`src/rtl/approx_mult_pkg.sv`:
```
// Shared types for the approximate-multiplier evaluation blocks:
// FSM encoding, radix-4 Booth digit encoding and default operand width.
package approx_mult_pkg;

    localparam int DEF_W = 8;

    typedef enum logic [1:0] {
        ST_IDLE = 2'd0,
        ST_MUL  = 2'd1,
        ST_CMP  = 2'd2
    } state_e;

    typedef enum logic [2:0] {
        BD_ZERO = 3'd0,
        BD_P1   = 3'd1,
        BD_P2   = 3'd2,
        BD_M1   = 3'd5,
        BD_M2   = 3'd6
    } booth_e;

    // grp = {y[2i+1], y[2i], y[2i-1]}
    function automatic booth_e booth_digit(input logic [2:0] grp);
        booth_e d;
        case (grp)
            3'b001, 3'b010: d = BD_P1;
            3'b011:         d = BD_P2;
            3'b100:         d = BD_M2;
            3'b101, 3'b110: d = BD_M1;
            default:        d = BD_ZERO;
        endcase
        return d;
    endfunction

endpackage

```
`src/rtl/booth_r4_seq_mult.sv`:
```
// Iterative unsigned radix-4 Booth multiplier: one digit per cycle,
// W/2+1 digits; done is high in the cycle of the last digit.
module booth_r4_seq_mult
    import approx_mult_pkg::*;
#(
    parameter int W = DEF_W
) (
    input  logic           clk,
    input  logic           rst_n,
    input  logic           start,
    input  logic [W-1:0]   x,
    input  logic [W-1:0]   y,
    output logic           done,
    output logic [2*W-1:0] product
);

    localparam int ND = W / 2 + 1;
    localparam int CW = (ND > 1) ? $clog2(ND) : 1;
    localparam int AW = 2 * W + 2;
    localparam logic [CW-1:0] LAST = CW'(ND - 1);

    logic signed [AW-1:0] acc_q;
    logic signed [AW-1:0] mc_q;
    logic signed [AW-1:0] pp;
    logic [W+1:0]         yb_q;
    logic                 prev_q;
    logic                 run_q;
    logic [CW-1:0]        cnt_q;
    booth_e               dig;

    assign dig = booth_digit({yb_q[1:0], prev_q});

    always_comb begin
        pp = '0;
        case (dig)
            BD_P1:   pp = mc_q;
            BD_P2:   pp = mc_q <<< 1;
            BD_M1:   pp = -mc_q;
            BD_M2:   pp = -(mc_q <<< 1);
            default: pp = '0;
        endcase
    end

    // mc_q carries x already aligned to the current digit weight
    always_ff @(posedge clk or negedge rst_n) begin
        if (!rst_n) begin
            acc_q  <= '0;
            mc_q   <= '0;
            yb_q   <= '0;
            prev_q <= 1'b0;
            run_q  <= 1'b0;
            cnt_q  <= '0;
        end else if (start) begin
            acc_q  <= '0;
            mc_q   <= {{(AW - W){1'b0}}, x};
            yb_q   <= {2'b00, y};
            prev_q <= 1'b0;
            run_q  <= 1'b1;
            cnt_q  <= '0;
        end else if (run_q) begin
            acc_q  <= acc_q + pp;
            mc_q   <= mc_q <<< 2;
            yb_q   <= yb_q >> 2;
            prev_q <= yb_q[1];
            cnt_q  <= cnt_q + CW'(1);
            if (cnt_q == LAST) begin
                run_q <= 1'b0;
            end
        end
    end

    assign done    = run_q && (cnt_q == LAST);
    assign product = acc_q[2*W-1:0];

endmodule

```
`src/rtl/approx_err_monitor.sv`:
```
// Streaming error-metric collector: exact product vs. approximate product,
// accumulating sample count, error count, summed and maximum error distance.
module approx_err_monitor
    import approx_mult_pkg::*;
#(
    parameter int W     = DEF_W,
    parameter int CNT_W = 16,
    parameter int ACC_W = 32
) (
    input  logic             clk,
    input  logic             rst_n,
    input  logic             clear,
    input  logic             in_valid,
    output logic             in_ready,
    input  logic [W-1:0]     in_x,
    input  logic [W-1:0]     in_y,
    input  logic [2*W-1:0]   in_p,
    output logic [CNT_W-1:0] n_samples,
    output logic [CNT_W-1:0] n_err,
    output logic [ACC_W-1:0] sum_ed,
    output logic [2*W-1:0]   max_ed,
    output logic             busy,
    output logic             sat
);

    localparam int SW = ACC_W + 1;

    state_e           state_q, state_d;
    logic [2*W-1:0]   p_q;
    logic [CNT_W-1:0] ns_q, ns_d;
    logic [CNT_W-1:0] ne_q, ne_d;
    logic [ACC_W-1:0] sum_q, sum_d;
    logic [2*W-1:0]   mx_q, mx_d;
    logic             sat_q, sat_d;
    logic             start;
    logic             done;
    logic [2*W-1:0]   exact;
    logic [2*W-1:0]   ed;
    logic [SW-1:0]    sum_ext;

    assign in_ready = (state_q == ST_IDLE) && !clear;
    assign start    = in_valid && in_ready;
    assign busy     = (state_q != ST_IDLE);

    booth_r4_seq_mult #(.W(W)) u_mult (
        .clk     (clk),
        .rst_n   (rst_n),
        .start   (start),
        .x       (in_x),
        .y       (in_y),
        .done    (done),
        .product (exact)
    );

    assign ed      = (exact >= p_q) ? (exact - p_q) : (p_q - exact);
    assign sum_ext = {1'b0, sum_q} + SW'(ed);

    always_comb begin
        state_d = state_q;
        case (state_q)
            ST_IDLE: if (start) state_d = ST_MUL;
            ST_MUL:  if (done)  state_d = ST_CMP;
            ST_CMP:  state_d = ST_IDLE;
            default: state_d = ST_IDLE;
        endcase
        if (clear) begin
            state_d = ST_IDLE;
        end
    end

    // counters stick at all-ones; the overflowing update raises sat
    always_comb begin
        ns_d  = ns_q;
        ne_d  = ne_q;
        sum_d = sum_q;
        mx_d  = mx_q;
        sat_d = sat_q;
        if (clear) begin
            ns_d  = '0;
            ne_d  = '0;
            sum_d = '0;
            mx_d  = '0;
            sat_d = 1'b0;
        end else if (state_q == ST_CMP) begin
            if (&ns_q) sat_d = 1'b1;
            else       ns_d  = ns_q + CNT_W'(1);
            if (ed != '0) begin
                if (&ne_q) sat_d = 1'b1;
                else       ne_d  = ne_q + CNT_W'(1);
            end
            if (sum_ext[ACC_W]) begin
                sum_d = '1;
                sat_d = 1'b1;
            end else begin
                sum_d = sum_ext[ACC_W-1:0];
            end
            if (ed > mx_q) mx_d = ed;
        end
    end

    always_ff @(posedge clk or negedge rst_n) begin
        if (!rst_n) begin
            state_q <= ST_IDLE;
            p_q     <= '0;
            ns_q    <= '0;
            ne_q    <= '0;
            sum_q   <= '0;
            mx_q    <= '0;
            sat_q   <= 1'b0;
        end else begin
            state_q <= state_d;
            if (start) p_q <= in_p;
            ns_q    <= ns_d;
            ne_q    <= ne_d;
            sum_q   <= sum_d;
            mx_q    <= mx_d;
            sat_q   <= sat_d;
        end
    end

    assign n_samples = ns_q;
    assign n_err     = ne_q;
    assign sum_ed    = sum_q;
    assign max_ed    = mx_q;
    assign sat       = sat_q;

endmodule

```
`config.mk`:
```
export PLATFORM = sky130hd
export DESIGN_NAME = approx_err_monitor
export DESIGN_NICKNAME = d
export VERILOG_FILES = /design/src/rtl/approx_mult_pkg.sv /design/src/rtl/booth_r4_seq_mult.sv /design/src/rtl/approx_err_monitor.sv
export SDC_FILE = /design/constraint.sdc
export NUM_CORES = 1
export LEC_CHECK = 0
export BUFFER_PORTS_ARGS = -buffer_cell sky130_fd_sc_hd__buf_4
export CORE_MARGIN = 10
export CORE_UTILIZATION = 40
export CTS_CLUSTER_DIAMETER = 120
export DETAILED_ROUTE_END_ITERATION = 6
export GPL_TIMING_DRIVEN = 0
export HOLD_SLACK_MARGIN = 0.02
export PLACE_DENSITY_LB_ADDON = 0.15
export SYNTH_ARGS = -nofsm -noshare
export SYNTH_HDL_FRONTEND = slang
export SYNTH_HIERARCHICAL = 1
export SYNTH_SLANG_ARGS = --single-unit
```
`constraint.sdc`:
```
create_clock -name clk -period 6.9 [get_ports clk]
set_clock_uncertainty 0.15 [all_clocks]
set_input_delay 1.035 -clock clk [delete_from_list [all_inputs] [get_ports clk]]
set_output_delay 1.035 -clock clk [all_outputs]
set_load 0.02 [all_outputs]
```
==> results.yml <==
global_route:
  grt_use_total_pct: 18.09
  grt_pass1_vias: 9113
  grt_pass1_wl_um: 49330
  busiest_layer: "met2"
  use_met2_pct: 30.32
  overflow: 0
  antenna_found_initial: 0
  use_met3_pct: 3.244
  met1_usage_pct: 23.37
  grt_max_degree: 87
timing:
  setup_viol: 0
  drv_slew: 0
  finalHoldViolations: 0
  maxSlewHeadroom_pct: 37.10
  fmax_mhz: 158.9
  rsz0062_at_grt: "false"
  finalCritPeriodShare_pct: 91.19
  fin_tns_setup_ns: 0
  fin_crit_ns: 6.292
  tightest_slew_ns: 0.9197
power_and_ir_drop:
  leakagePower_nw: 5.884
  ir_drop_mv: 0.1687
  powerDensity_nw_per_um2: 412.4
drt:
  avgRoutedWirePerCell_um: 17.69
  dr.pass1.iters: 5
  wirelength_um: 29900
  vias: 9164
  ant_nets: 0
  initialDrtViolationCount: 591
  drc: 0
  via_per_inst: 5.422
critical_path:
  cp-end-kind: "flop"
  critPathMaxFanout: 10
  critPathLaunchType: "flop"
  cpMostUsedCell: "o21ai_0"
  critical_path_class: "reg2reg"
  cp.required_ns: 7.08
  max_stage_delay_ns: 0.48
  r2r_setup_slack_ns: 0.61
  worstPathArrival_ns: 6.47
  crit_chain: "inv_1, ha_1, fa_1, nor2b_4, o31a_1, o41ai_4, a21o_1, and2_1, buf_6, mux2i_1, inv_1, fa_1, nor2b_1, o21ai_0, a21oi_1, o21ai_0, o21ai_0, nand4_1, a31oi_2, nand3_1, clkbuf_1, a311oi_1"
  critical-path-slowest-cell: "mux2i_1"
run:
  maxCapViolCount: 0
logic_synthesis:
  synthArstFlopShare_pct: 100.0
  synth_seq_cells: 144
  synth_flop_cell: "dfrtp_1"
  ys_seq_area_share_pct: 34.19
  netlist_area_um2: 10540
  synth_top_cell_by_area: "dfrtp_1"
  synth_edf_count: 0
  synthTopCellsByArea: "dfrtp_1 34%, ha_1 10%, mux2i_1 6.6%, nor2_1 5.4%, o21ai_0 3.8%"
  netlist_instances: 1204
  yosysUniqueCellTypes: 76
  synth_area_per_cell_um2: 8.754
  yosys.area.top_type_share_pct: 34.19
  syn_nets: 1329
  yosysWarnings: 6
finish:
  layout_common_cells: "153 x nor2_1, 144 x dfrtp_1, 117 x buf_4"
  nNetsFinal: 1467
  fillCellCount: 2540
  drive_above_1_share_pct: 14.61
  layout_commonest_cell: "nor2_1"
  area_growth_pct: 18.36
  fin_util_pct: 48.01
  antennaDiodeCount: 0
place:
  port_buffers: 118
  dp_hpwl_um: 23060
  gp_congestion: 0.8652
floorplan:
  die_width_um: 182.3
  rows: 59
  chipHeight_um: 182.3
  io_pins: 119
  core_um2: 25980
  die_area_um2: 33240
  start_util_pct: 40.56
hold_path:
  hp-class: "reg2reg"
cts:
  clockRootBuffer: "clkbuf_16"
  cts_tree: "built"
  cts_buffers: 17
  htreeDepth: 4
  cts_max_path_buffers: 2
  clk_latency_ns: 0.44
  clkTransAtPathRegs_ns: 0.06
  clock-sinks: 144
run_status:
  status: "completed"
[path summary, 6_finish.rpt]
path,startpoint,end,cells past startpoint
min,state_q[1],state_q[0],1
max reg2reg,u_mult/acc_q[0],sum_ed[10],22
min in group asynchronous,rst_n,sum_ed[31],1
max,u_mult/acc_q[0],sum_ed[10],22
min reg2reg,state_q[1],state_q[0],1
max in group asynchronous,rst_n,u_mult/acc_q[10],2
[per-layer routing]
metal	up-vias	wire [um]
li1	4550	-
met1	4390	13900
met2	196	14350
met3	28	1206
met4	0	445
met5	-	0
[sequential cells by signal, summed over array words and instances (netlist names), 3 cells and up]
name	cells
max_ed	16
u_mult/yb_q	8
p_q	16
u_mult/mc_q	16
u_mult/cnt_q	3
u_mult/acc_q	16
n_err	16
n_samples	16
sum_ed	32
[critical path: cells and delay by family, from the launching register on]
family | cells | cell delay, ns
AO/OA/AOI/OAI | 9 | 2.60
multiplexers | 1 | 0.48
adder cells (fa/ha/maj) | 3 | 0.91
AND/OR/NAND/NOR | 5 | 0.87
buffers and inverters | 4 | 0.72
flip-flops | 1 | 0.43
[cell type report]
type,count,area (um^2),share of cell area (%)
Sequential cell,144,3603,28.88
Timing Repair Buffer,119,917.1,7.351
Buffer,58,312.8,2.507
Tap cell,335,419.2,3.360
Clock buffer,17,425.4,3.410
Multi-Input combinational cell,923,6334,50.77
Clock inverter,15,167.7,1.344
Inverter,79,296.5,2.377
[per-stage QoR]
step / instance area (um^2) / hold slack (ns) / power (mW) / cells / setup slack, ns
floorplan: 10540 / 0.3313 / 3.425 / 1204 / 1.877
global placement: 11850 / 0.3558 / 4.142 / 1657 / 0.4795
CTS: 12470 / 0.3633 / 5.164 / 1690 / 0.4103
detailed placement: 11880 / 0.3638 / 4.184 / 1658 / 0.4435
finish: 12480 / 0.3734 / 5.145 / 1690 / 0.6076
global route: 12480 / 0.3891 / 5.594 / 1690 / 0.09184
[cells by family after synthesis]
group	Yosys count	share of synthesized area, %
xor gates and xnor gates	59	5.188
DFF	144	34.19
adders and majority gates	89	10.85
buffers and inverters	137	5.781
AOI/OAI and AO/OA	277	17.21
muxes	78	7.514
and+or+nand+nor	420	19.27
[cell usage after synthesis (16+ instances only)]
library cell,n
o21ai_0,80
mux2i_1,69
nor2_1,153
xor2_1,25
nor3_1,24
nand3_1,25
xnor2_1,30
a21o_1,23
nand2_1,92
nand4_1,22
clkbuf_1,38
a21oi_1,60
ha_1,85
inv_1,79
nor2b_1,16
dfrtp_1,144
[power breakdown]
group / internal (mW) / switching, mW / leakage (nW)
Sequential: 0.967 / 0.148 / 1.94
Combinational: 1.26 / 1.81 / 3.65
Clock: 0.543 / 0.411 / 0.292
[timing repair]
item / CTS / global route
resized for setup: 0 / 1
buffers inserted: 0 / 0
hold buffers: 0 / 0
endpoints found under the setup margin: 0 / 20
No activity file was read; power rests on OpenSTA's default activity.
